--- config.mk ---
export PLATFORM = sky130hd
export DESIGN_NAME = adc_scan_scheduler
export DESIGN_NICKNAME = d
export VERILOG_FILES = /design/src/rtl/adc_sched_pkg.sv /design/src/rtl/adc_scan_scheduler_rr_pick.sv /design/src/rtl/adc_scan_scheduler.sv
export SDC_FILE = /design/constraint.sdc
export NUM_CORES = 1
export LEC_CHECK = 0
export ABC_CLOCK_PERIOD_IN_PS = 5600
export CORE_ASPECT_RATIO = 0.6
export CORE_MARGIN = 2
export CORE_UTILIZATION = 52
export DETAILED_ROUTE_END_ITERATION = 16
export PLACE_DENSITY_LB_ADDON = 0.1
export REMOVE_ABC_BUFFERS = 1
export SKIP_LAST_GASP = 1
export SYNTH_ARGS = -nofsm -noshare
export SYNTH_HDL_FRONTEND = slang
export SYNTH_SLANG_ARGS = --single-unit
--- constraint.sdc ---
create_clock -name clk_i -period 5.6 [get_ports clk_i]
set_input_delay 0.56 -clock clk_i [delete_from_list [all_inputs] [get_ports clk_i]]
set_output_delay 0.56 -clock clk_i [all_outputs]
set_load 0.05 [all_outputs]
--- src/rtl/adc_sched_pkg.sv ---
// rtl/adc_sched_pkg.sv - shared types, sizes and the EMA helper for the ADC scan scheduler
package adc_sched_pkg;

    localparam int NUM_CH = 8;
    localparam int CH_W   = 3;
    localparam int ADC_W  = 12;

    typedef enum logic [1:0] {
        ST_IDLE,
        ST_ISSUE,
        ST_WAIT,
        ST_GAP
    } state_e;

    // old + ((new - old) >>> 2), one extra bit so the difference keeps its sign
    function automatic logic [ADC_W-1:0] ema_update(input logic [ADC_W-1:0] old_v,
                                                    input logic [ADC_W-1:0] new_v);
        logic signed [ADC_W:0] diff;
        logic signed [ADC_W:0] sum;
        diff = $signed({1'b0, new_v}) - $signed({1'b0, old_v});
        sum  = $signed({1'b0, old_v}) + (diff >>> 2);
        return sum[ADC_W-1:0];
    endfunction

endpackage

--- src/rtl/adc_scan_scheduler_rr_pick.sv ---
// rtl/adc_scan_scheduler_rr_pick.sv - next enabled channel strictly after the last one, wrapping
module adc_rr_pick
    import adc_sched_pkg::*;
(
    input  logic [NUM_CH-1:0] mask_i,
    input  logic [CH_W-1:0]   last_i,
    output logic [CH_W-1:0]   next_o,
    output logic              any_o
);

    logic [CH_W-1:0] cand;

    // Walk from the farthest candidate to the nearest so the nearest enabled one wins.
    always_comb begin
        next_o = last_i;
        cand   = last_i;
        for (int k = NUM_CH; k >= 1; k--) begin
            cand = last_i + CH_W'(k);
            if (mask_i[cand]) begin
                next_o = cand;
            end
        end
    end

    assign any_o = |mask_i;

endmodule

--- src/rtl/adc_scan_scheduler.sv ---
// rtl/adc_scan_scheduler.sv - ADC frame sequencer: round-robin scan, single requests, result table
// ADC_SCHED_AVG_EN: table holds a per-channel EMA instead of the raw sample.
module adc_scan_scheduler
    import adc_sched_pkg::*;
#(
    parameter int GAP_CYCLES    = 16,
    parameter int FRAME_TIMEOUT = 1023
) (
    input  logic              clk_i,
    input  logic              rst_i,
    input  logic              scan_en_i,
    input  logic [NUM_CH-1:0] ch_mask_i,
    input  logic              req_valid_i,
    output logic              req_ready_o,
    input  logic [CH_W-1:0]   req_ch_i,
    output logic              rsp_valid_o,
    output logic [ADC_W-1:0]  rsp_data_o,
    output logic              adc_conv_go_o,
    output logic [CH_W-1:0]   adc_addr_o,
    input  logic              adc_conv_done_i,
    input  logic [ADC_W-1:0]  adc_data_i,
    output logic              res_valid_o,
    output logic [CH_W-1:0]   res_ch_o,
    output logic [ADC_W-1:0]  res_data_o,
    input  logic [CH_W-1:0]   rd_ch_i,
    output logic [ADC_W-1:0]  rd_data_o,
    output logic              busy_o,
    output logic              timeout_err_o
);

    localparam int TW = $clog2(FRAME_TIMEOUT + 1);
    localparam int GW = $clog2(GAP_CYCLES + 1);

    state_e           state_q;
    logic             go_q;
    logic [CH_W-1:0]  addr_q;
    logic             cur_req_q;
    logic [CH_W-1:0]  prev_addr_q;
    logic             prev_req_q;
    logic             primed_q;
    logic             pend_q;
    logic [CH_W-1:0]  pend_ch_q;
    logic             issued_q;
    logic             owe_q;
    logic [CH_W-1:0]  last_q;
    logic [TW-1:0]    wait_cnt_q;
    logic [GW-1:0]    gap_cnt_q;
    logic             res_valid_q;
    logic [CH_W-1:0]  res_ch_q;
    logic [ADC_W-1:0] res_data_q;
    logic             rsp_valid_q;
    logic [ADC_W-1:0] rsp_data_q;
    logic             tmo_q;
    logic [ADC_W-1:0] tbl_q [NUM_CH];
    logic [ADC_W-1:0] rd_data_q;
`ifdef ADC_SCHED_AVG_EN
    logic [NUM_CH-1:0] seen_q;
`endif

    logic             done_d;
    logic             tmo_d;
    logic             wr_en_d;
    logic [ADC_W-1:0] wr_data_d;
    logic [CH_W-1:0]  rr_next;
    logic             rr_any;

    adc_rr_pick u_rr_pick (
        .mask_i (ch_mask_i),
        .last_i (last_q),
        .next_o (rr_next),
        .any_o  (rr_any)
    );

    always_comb begin
        done_d    = (state_q == ST_WAIT) && adc_conv_done_i;
        tmo_d     = (state_q == ST_WAIT) && !adc_conv_done_i
                    && (wait_cnt_q == TW'(FRAME_TIMEOUT - 1));
        wr_en_d   = done_d && primed_q;
        wr_data_d = adc_data_i;
`ifdef ADC_SCHED_AVG_EN
        if (seen_q[prev_addr_q]) begin
            wr_data_d = ema_update(tbl_q[prev_addr_q], adc_data_i);
        end
`endif
    end

    always_ff @(posedge clk_i or posedge rst_i) begin
        if (rst_i) begin
            state_q     <= ST_IDLE;
            go_q        <= 1'b0;
            addr_q      <= '0;
            cur_req_q   <= 1'b0;
            prev_addr_q <= '0;
            prev_req_q  <= 1'b0;
            primed_q    <= 1'b0;
            pend_q      <= 1'b0;
            pend_ch_q   <= '0;
            issued_q    <= 1'b0;
            owe_q       <= 1'b0;
            last_q      <= CH_W'(NUM_CH - 1);
            wait_cnt_q  <= '0;
            gap_cnt_q   <= '0;
            res_valid_q <= 1'b0;
            res_ch_q    <= '0;
            res_data_q  <= '0;
            rsp_valid_q <= 1'b0;
            rsp_data_q  <= '0;
            tmo_q       <= 1'b0;
        end else begin
            go_q        <= 1'b0;
            res_valid_q <= 1'b0;
            rsp_valid_q <= 1'b0;
            tmo_q       <= 1'b0;

            if (req_valid_i && !pend_q) begin
                pend_q    <= 1'b1;
                pend_ch_q <= req_ch_i;
            end

            case (state_q)
                ST_IDLE: begin
                    // issued_q keeps an in-flight request from being re-issued by its follow-up decision
                    if (pend_q && !issued_q) begin
                        addr_q    <= pend_ch_q;
                        cur_req_q <= 1'b1;
                        issued_q  <= 1'b1;
                        owe_q     <= 1'b1;
                        go_q      <= 1'b1;
                        state_q   <= ST_ISSUE;
                    end else if (owe_q) begin
                        cur_req_q <= 1'b0;
                        owe_q     <= 1'b0;
                        go_q      <= 1'b1;
                        state_q   <= ST_ISSUE;
                        if (scan_en_i && rr_any) begin
                            addr_q <= rr_next;
                            last_q <= rr_next;
                        end else begin
                            addr_q <= pend_ch_q;
                        end
                    end else if (scan_en_i && rr_any) begin
                        addr_q    <= rr_next;
                        last_q    <= rr_next;
                        cur_req_q <= 1'b0;
                        go_q      <= 1'b1;
                        state_q   <= ST_ISSUE;
                    end
                end
                ST_ISSUE: begin
                    wait_cnt_q <= '0;
                    state_q    <= ST_WAIT;
                end
                ST_WAIT: begin
                    if (done_d) begin
                        // The returned sample belongs to the previous frame's address.
                        if (primed_q) begin
                            res_valid_q <= 1'b1;
                            res_ch_q    <= prev_addr_q;
                            res_data_q  <= adc_data_i;
                            if (prev_req_q) begin
                                rsp_valid_q <= 1'b1;
                                rsp_data_q  <= adc_data_i;
                                pend_q      <= 1'b0;
                                issued_q    <= 1'b0;
                            end
                        end
                        prev_addr_q <= addr_q;
                        prev_req_q  <= cur_req_q;
                        primed_q    <= 1'b1;
                        gap_cnt_q   <= '0;
                        state_q     <= ST_GAP;
                    end else if (tmo_d) begin
                        tmo_q      <= 1'b1;
                        primed_q   <= 1'b0;
                        prev_req_q <= 1'b0;
                        issued_q   <= 1'b0;
                        gap_cnt_q  <= '0;
                        state_q    <= ST_GAP;
                    end else begin
                        wait_cnt_q <= wait_cnt_q + 1'b1;
                    end
                end
                ST_GAP: begin
                    if (gap_cnt_q == GW'(GAP_CYCLES - 1)) begin
                        state_q <= ST_IDLE;
                    end else begin
                        gap_cnt_q <= gap_cnt_q + 1'b1;
                    end
                end
                default: state_q <= ST_IDLE;
            endcase
        end
    end

    always_ff @(posedge clk_i or posedge rst_i) begin
        if (rst_i) begin
            for (int i = 0; i < NUM_CH; i++) begin
                tbl_q[i] <= '0;
            end
            rd_data_q <= '0;
`ifdef ADC_SCHED_AVG_EN
            seen_q    <= '0;
`endif
        end else begin
            if (wr_en_d) begin
                tbl_q[prev_addr_q] <= wr_data_d;
            end
            rd_data_q <= tbl_q[rd_ch_i];
`ifdef ADC_SCHED_AVG_EN
            if (tmo_d) begin
                seen_q <= '0;
            end else if (wr_en_d) begin
                seen_q[prev_addr_q] <= 1'b1;
            end
`endif
        end
    end

    assign req_ready_o   = ~pend_q;
    assign rsp_valid_o   = rsp_valid_q;
    assign rsp_data_o    = rsp_data_q;
    assign adc_conv_go_o = go_q;
    assign adc_addr_o    = addr_q;
    assign res_valid_o   = res_valid_q;
    assign res_ch_o      = res_ch_q;
    assign res_data_o    = res_data_q;
    assign rd_data_o     = rd_data_q;
    assign busy_o        = (state_q != ST_IDLE) || pend_q;
    assign timeout_err_o = tmo_q;

endmodule

# After elaboration in Yosys (flattened, before gate mapping)
# Cells that the tools add are included.
dict set report op_classes {
  n_addsub 9
  n_mul 0
  div_mod_pow 0
  order_cmp 10
  eq_ne 14
  n_shift 0
  mux 76
  n_bitwise 4
  n_reduce_logical 30
}
# cell n
set op_table {}
lappend op_table {{$bwmux W96} 1}
lappend op_table {{$mux W1} 37}
lappend op_table {{$bmux W12 S3} 1}
lappend op_table {{$demux W12 S3} 1}
lappend op_table {{$mux W12} 3}
lappend op_table {{$mux W3} 11}
lappend op_table {{$lt A3 B4 Y1 const B} 7}
lappend op_table {{$bmux W1 S3} 7}
lappend op_table {{$mux W10} 2}
lappend op_table {{$pmux W10 S2} 1}
lappend op_table {{$mux W5} 3}
lappend op_table {{$reduce_and A3 Y1} 5}
lappend op_table {{$add A3 B3 Y3 const B} 4}
lappend op_table {{$mux W2} 6}
lappend op_table {{$add A10 B1 Y10 const B} 1}
lappend op_table {{$eq A10 B10 Y1 const B} 1}
lappend op_table {{$ne A2 B2 Y1 const B} 5}
lappend op_table {{$pmux W5 S2} 1}
lappend op_table {{$reduce_bool A2 Y1} 5}
lappend op_table {{$ne A3 B3 Y1 const B} 3}
lappend op_table {{$ge A4 B4 Y1 const B} 2}
lappend op_table {{$logic_and A1 B1 Y1} 8}
lappend op_table {{$not A3 Y4} 2}
lappend op_table {{$pmux W2 S4} 1}
lappend op_table {{other kinds (18)} 25}
dict set report totals {
  register_bits 174
  latchBits 0
  ramBits 0
  rom_bits 0
  in_bits 31
  out_inout_bits 48
  elab_cells 172
  mem_count 0
}

# Logic depth before layout (Yosys ltp)
dict set report depth {
  word_depth 13
  ltp_mapped 12
  mapped_depth_nobuf 8
}

# Modules after synthesis
# From an unflattened synthesis, not the netlist that was laid out.
dict set report unflattened {
  hier_cells 643
  hier_area_um2 8597.0
}
# mod instances cells_per_inst area_per_inst_um2 seq_area_each_um2
set modules_own_cells {}
lappend modules_own_cells {adc_scan_scheduler 1 542 7692.4 4357.9}
lappend modules_own_cells {adc_rr_pick 1 101 904.6 0.0}

# Worst setup path before layout
# OpenSTA, ideal clock, no wires.
dict set report synth_timing {
  path_kind {reg2reg}
  start {register last_q[1]}
  end {register addr_q[2], in the netlist adc_addr_o[2]}
  setup_time_ns 0.126
  t_arrival_ns 2.770
  t_required_ns 5.474
  setup_slack_ns 2.704
  stages_incl_launch_ff 11
  n_path_buf 2
  synth_period_minus_slack_ns 2.896
  path_cell_list {dfstp_2 -> clkbuf_1 -> inv_1 -> ha_1 -> clkbuf_2 -> mux4_2 -> a22o_1 -> a31oi_1 -> a211oi_1 -> o31a_1 -> a221o_1}
}
dict set report synth_between {
  elab_chain_len 13
  word_cells_on_any_way 32
  classes_between {add/sub: 7; mux: 25}
}
# item line
set synth_rtl {}
lappend synth_rtl {{start, declared} adc_scan_scheduler.sv:45} ;# logic [CH_W-1:0] last_q;
lappend synth_rtl {{start signal, assigned} adc_scan_scheduler.sv:100} ;# last_q <= CH_W'(NUM_CH - 1);
lappend synth_rtl {{start signal, assigned} adc_scan_scheduler.sv:137} ;# last_q <= rr_next;
lappend synth_rtl {{start signal, assigned} adc_scan_scheduler.sv:143} ;# last_q <= rr_next;
lappend synth_rtl {{$add A3 B3 Y3} adc_scan_scheduler_rr_pick.sv:18} ;# cand = last_i + CH_W'(k);
lappend synth_rtl {{$bmux W1 S3} adc_scan_scheduler_rr_pick.sv:19} ;# if (mask_i[cand]) begin
lappend synth_rtl {{$mux W1 (implied by the code)} adc_scan_scheduler_rr_pick.sv:19}
lappend synth_rtl {{$mux W3 (6 in a row)} adc_scan_scheduler_rr_pick.sv:19}
lappend synth_rtl {{$mux W3 (*)} adc_scan_scheduler_rr_pick.sv:19}
lappend synth_rtl {{$mux W3 (on tied branches)} {adc_scan_scheduler.sv:141, adc_scan_scheduler.sv:135}}
lappend synth_rtl {{$mux W3 (*)} adc_scan_scheduler.sv:130} ;# end else if (owe_q) begin
lappend synth_rtl {{$mux W3 (*)} adc_scan_scheduler.sv:123} ;# if (pend_q && !issued_q) begin
lappend synth_rtl {{end signal, assigned} adc_scan_scheduler.sv:124} ;# addr_q <= pend_ch_q;
lappend synth_rtl {{end signal, assigned} adc_scan_scheduler.sv:136} ;# addr_q <= rr_next;
lappend synth_rtl {{end signal, assigned} adc_scan_scheduler.sv:142} ;# addr_q <= rr_next;
lappend synth_rtl {{end, declared} adc_scan_scheduler.sv:36} ;# logic [CH_W-1:0] addr_q;
# Mark *: on every way between the ends. The rest lies on a longest branch, timed or not. The select of a mux whose other input is x is not followed.
# A chain may end at the register's enable or synchronous reset.

# Worst setup path in the final report
dict set report layout_timing {
  start {register last_q[0]}
  end {register addr_q[0], in the netlist adc_addr_o[0]}
}
# The elaborated chain is that of the path after synthesis.

==> metrics.sh <==
RUN_STATUS='finished, final reports clean'
CTS-ROOT-BUF='clkbuf_16'
POSTLAYOUTSETUPSLACKWORST_NS=2.267
SETUP_VIOL_COUNT_FINAL=0
TOTAL_POWER_mW=5.803
POSTSYNTHAREAPERCELL_UM2=13.10
GRT_REMAINING_OVERFLOW=0
IO_PINS=79
POST_SYNTH_MAIN_AREA_CONTRIBUTORS='dfrtp_1 51%, mux2_2 17%, mux4_2 9.1%'
SYNTH_SEQ_AREA_SHARE=0.5164
YOSYSUNIQUECELLTYPES=64
CRIT_FANOUT=27
CTS-BUFFERS-INSERTED=17
DETAILEDPLACEMENTHPWL_MM=12.57
POST_CTS_RESIZED=0
MAX_CLOCK_FREQ_MHz=300.0
FINAL_WORST_PATH_CYCLE_SHARE=0.5953
GRT_ANTENNA_BEFORE_REPAIR=0
SLEW-LIMIT-HEADROOM=0.2012
ARRIVAL_NS=3.68
NETS=750
SLEW_VIOLATIONS=0
VIA_COUNT=5589
CTS_HOLD_BUF=0
MAXIMUM_NUMBER_OF_BUFFERS_FROM_CLOCK_ROOT_TO_SINK=2
WORSTSETUPSTARTPOINTTYPE='flop'
PLACE_CONGESTION=0.8370
PLACE.PORT_BUFFERS=78
SYNTH-ASYNC-RESET-RATIO=1.000
NETLIST_INSTANCES=644
FINALSETUPTNS_NS=0
GLOBAL_ROUTE.USAGE.TOTAL=0.2323
PLACEMENT.SETUP.WORST_SLACK_NS=2.151
LAYOUT-AREA-OVERHEAD-VS-SYNTH_PCT=17.84
FF_LATCH_AREA_MM2=0.004358
MOST_COMMON_CELL_IN_THE_SYNTHESIZED_NETLIST='dfrtp_1'
GRT_SETUP_UNREPAIRED='no'
CRIT_PATH_END_KIND='flop'
GRT_PASS1_WL_MM=30.46
ANTENNADIODECOUNT=0
LAYOUT_CELLS_SIZED_ABOVE_1=0.3006
WORST_HOLD_SLACK_NS=0.5053
ROUTED_WIRE_LENGTH_PER_INSTANCE_UM=20.23
DIE_AREA_MM2=0.01730
FINAL-HOLD-VIOLATION-COUNT=0
GRT_PASS1_VIAS=5486
OVERALL_DIE_WIDTH_UM=168.5
DRT_ITER0_MARKERS=376
CLK_PIN_SLEW_NS=0.07
WORST_HOLD_PATH_TYPE='flop to flop'
GRT_START_MAX_NET_PINS=79
WORST_CLOCK_SKEW_NS=0.01052
TIMING.MAX_CAP.VIOLATIONS=0
MULTI_INPUT_AREA_MM2=0.003812
VIA_PER_INST=6.003
POWER.DENSITY_mW_PER_MM2=583.6
NUM_ROWS=36
FINAL_MIN_PERIOD_NS=3.333
DRT-PASS1-ITER-COUNT=5
COREAREA_MM2=0.01604
CTS.HTREE.LEVELS=4
SYNTH_TOP_FLOP_CELL='dfrtp_1'
FINAL.FILL_COUNT=1250
CP_DATA_REQUIRED_TIME_NS=5.95
INITIAL_CORE_UTIL=0.5263
YOSYS_REGISTER_BITS=174
FINAL_CELL_COUNT_NO_FILL=931
MAX-VDD-IR-DROP_uV=262.5
POST_CTS.REPAIR.SETUP_BUFFERS=0
CTS_TREE='yes'
LEAKAGEPOWER_nW=4.448
WORST_SKEW_PAIR.LATE_LATENCY_NS=0.42
SYNTH_ENABLE_FLOP_CELLS=0
SYNTH_AREA_MM2=0.008439
ANT_NETS=0
DP_CELLS=899
FINAL_ROUTED_WIRELENGTH_ACROSS_ALL_METAL_LAYERS_MM=18.83
YS_WARN_COUNT=0
CTS_NUM_SINKS=174
POST_SYNTH_MOST_FREQUENT_CELLS='171 x dfrtp_1, 129 x mux2_2, 64 x nand2_1'
DRT_DRC_VIOLATIONS_LEFT=0
DIE_H_UM=102.7
MAX_SLEW.WORST_PIN.SLEW_NS=1.194
TIMING_WORST_SETUP_PATH_TYPE='flop to flop'
SYNTH_TOP_AREA_CELL='dfrtp_1'
SYNTHDOMINANTCELLAREASHARE=0.5070
## cells by family after synthesis
kind of cell / Yosys count / synth area share
muxes: 181 / 0.2936
DFF: 174 / 0.5164
and+or+nand+nor: 137 / 0.07443
AOI/OAI and AO/OA: 79 / 0.06197
buffers and inverters: 58 / 0.03187
adders and majority gates: 10 / 0.01483
xor gates and xnor gates: 5 / 0.006970
## metrics by stage
stage | utilization | area [µm²]
3_5_place_dp | 0.5830 | 9349
2_1_floorplan | - | 8234
4_1_cts | 0.6202 | 9945
3_3_place_gp | 0.5830 | 9349
6_report | 0.6202 | 9945
5_1_grt | 0.6202 | 9945
## report_power, final
part / leakage, nW / switching, mW / total [mW] / internal [mW]
registers: 2.24 / 0.365 / 2.13 / 1.77
clock network: 0.287 / 0.509 / 1.19 / 0.679
logic: 1.92 / 1.35 / 2.48 / 1.13
## state kept, by name, summed over array words and instances (netlist names), 5 cells and up
| signal | count |
|---|---|
| rsp_data_o | 12 |
| wait_cnt_q | 10 |
| rd_data_o | 12 |
| res_data_o | 12 |
| gap_cnt_q | 5 |
| tbl_q | 96 |
## cell usage in the layout, fill, tap and decap left out, types with 3 or more instances in the layout
cell,Yosys,final
mux2_4,3,3
a21boi_0,3,3
a31oi_1,4,4
ha_1,10,10
nand3_1,12,12
clkinv_4,0,3
a22oi_1,3,3
o21ai_0,27,27
nand2b_1,7,7
a21oi_1,12,12
inv_6,0,5
nor3_1,8,8
mux4_1,3,3
mux4_2,34,34
a22o_1,3,3
nor2b_1,4,4
mux2_2,129,129
nand4_1,4,4
a211oi_1,4,4
dfrtp_1,171,171
clkbuf_16,0,17
nand2_1,64,64
dfstp_2,3,3
inv_1,16,15
a21o_1,3,3
mux2i_1,9,9
clkdlybuf4s50_1,0,78
buf_4,0,9
and3_1,8,8
nor2_1,19,19
## worst paths after layout
path,slack [ns],depth (start not counted),start,endpoint
worst max-delay path,2.27,8,last_q[0],adc_addr_o[0]
worst min-delay path,0.51,1,tbl_q[47],tbl_q[47]
worst max register to register,2.27,8,last_q[0],adc_addr_o[0]
worst min register to register,0.51,1,tbl_q[47],tbl_q[47]
max in group asynchronous,3.79,3,rst_i,tbl_q[81]
min in group asynchronous,0.61,2,rst_i,rsp_data_o[4]
## per-layer routing
layer | up-vias | global-route usage | share of wire
li1 | 2480 | - | -
met1 | 2946 | 0.3571 | 0.50
met2 | 144 | 0.3422 | 0.45
met3 | 19 | 0.04683 | 0.039
met4 | 0 | 0.05570 | 0.0096
met5 | - | 0 | 0
## layout make-up
class	instances	area share
clock inverter	13	0.01535
timing repair buffer	87	0.08530
inverter	17	0.006920
clock buffer	19	0.04454
multi-input combinational	412	0.3834
sequential	174	0.4382
tap	209	0.02630
## worst max-delay path: stages, from the launching register on
cell      delay [ns]
dfstp_2         0.95
inv_1           0.17
ha_1            0.58
mux4_2          0.45
mux2i_1         0.50
and3_2          0.27
and3_1          0.15
a211oi_1        0.04
o21ai_1         0.12
(Power assumes the default switching activity.)
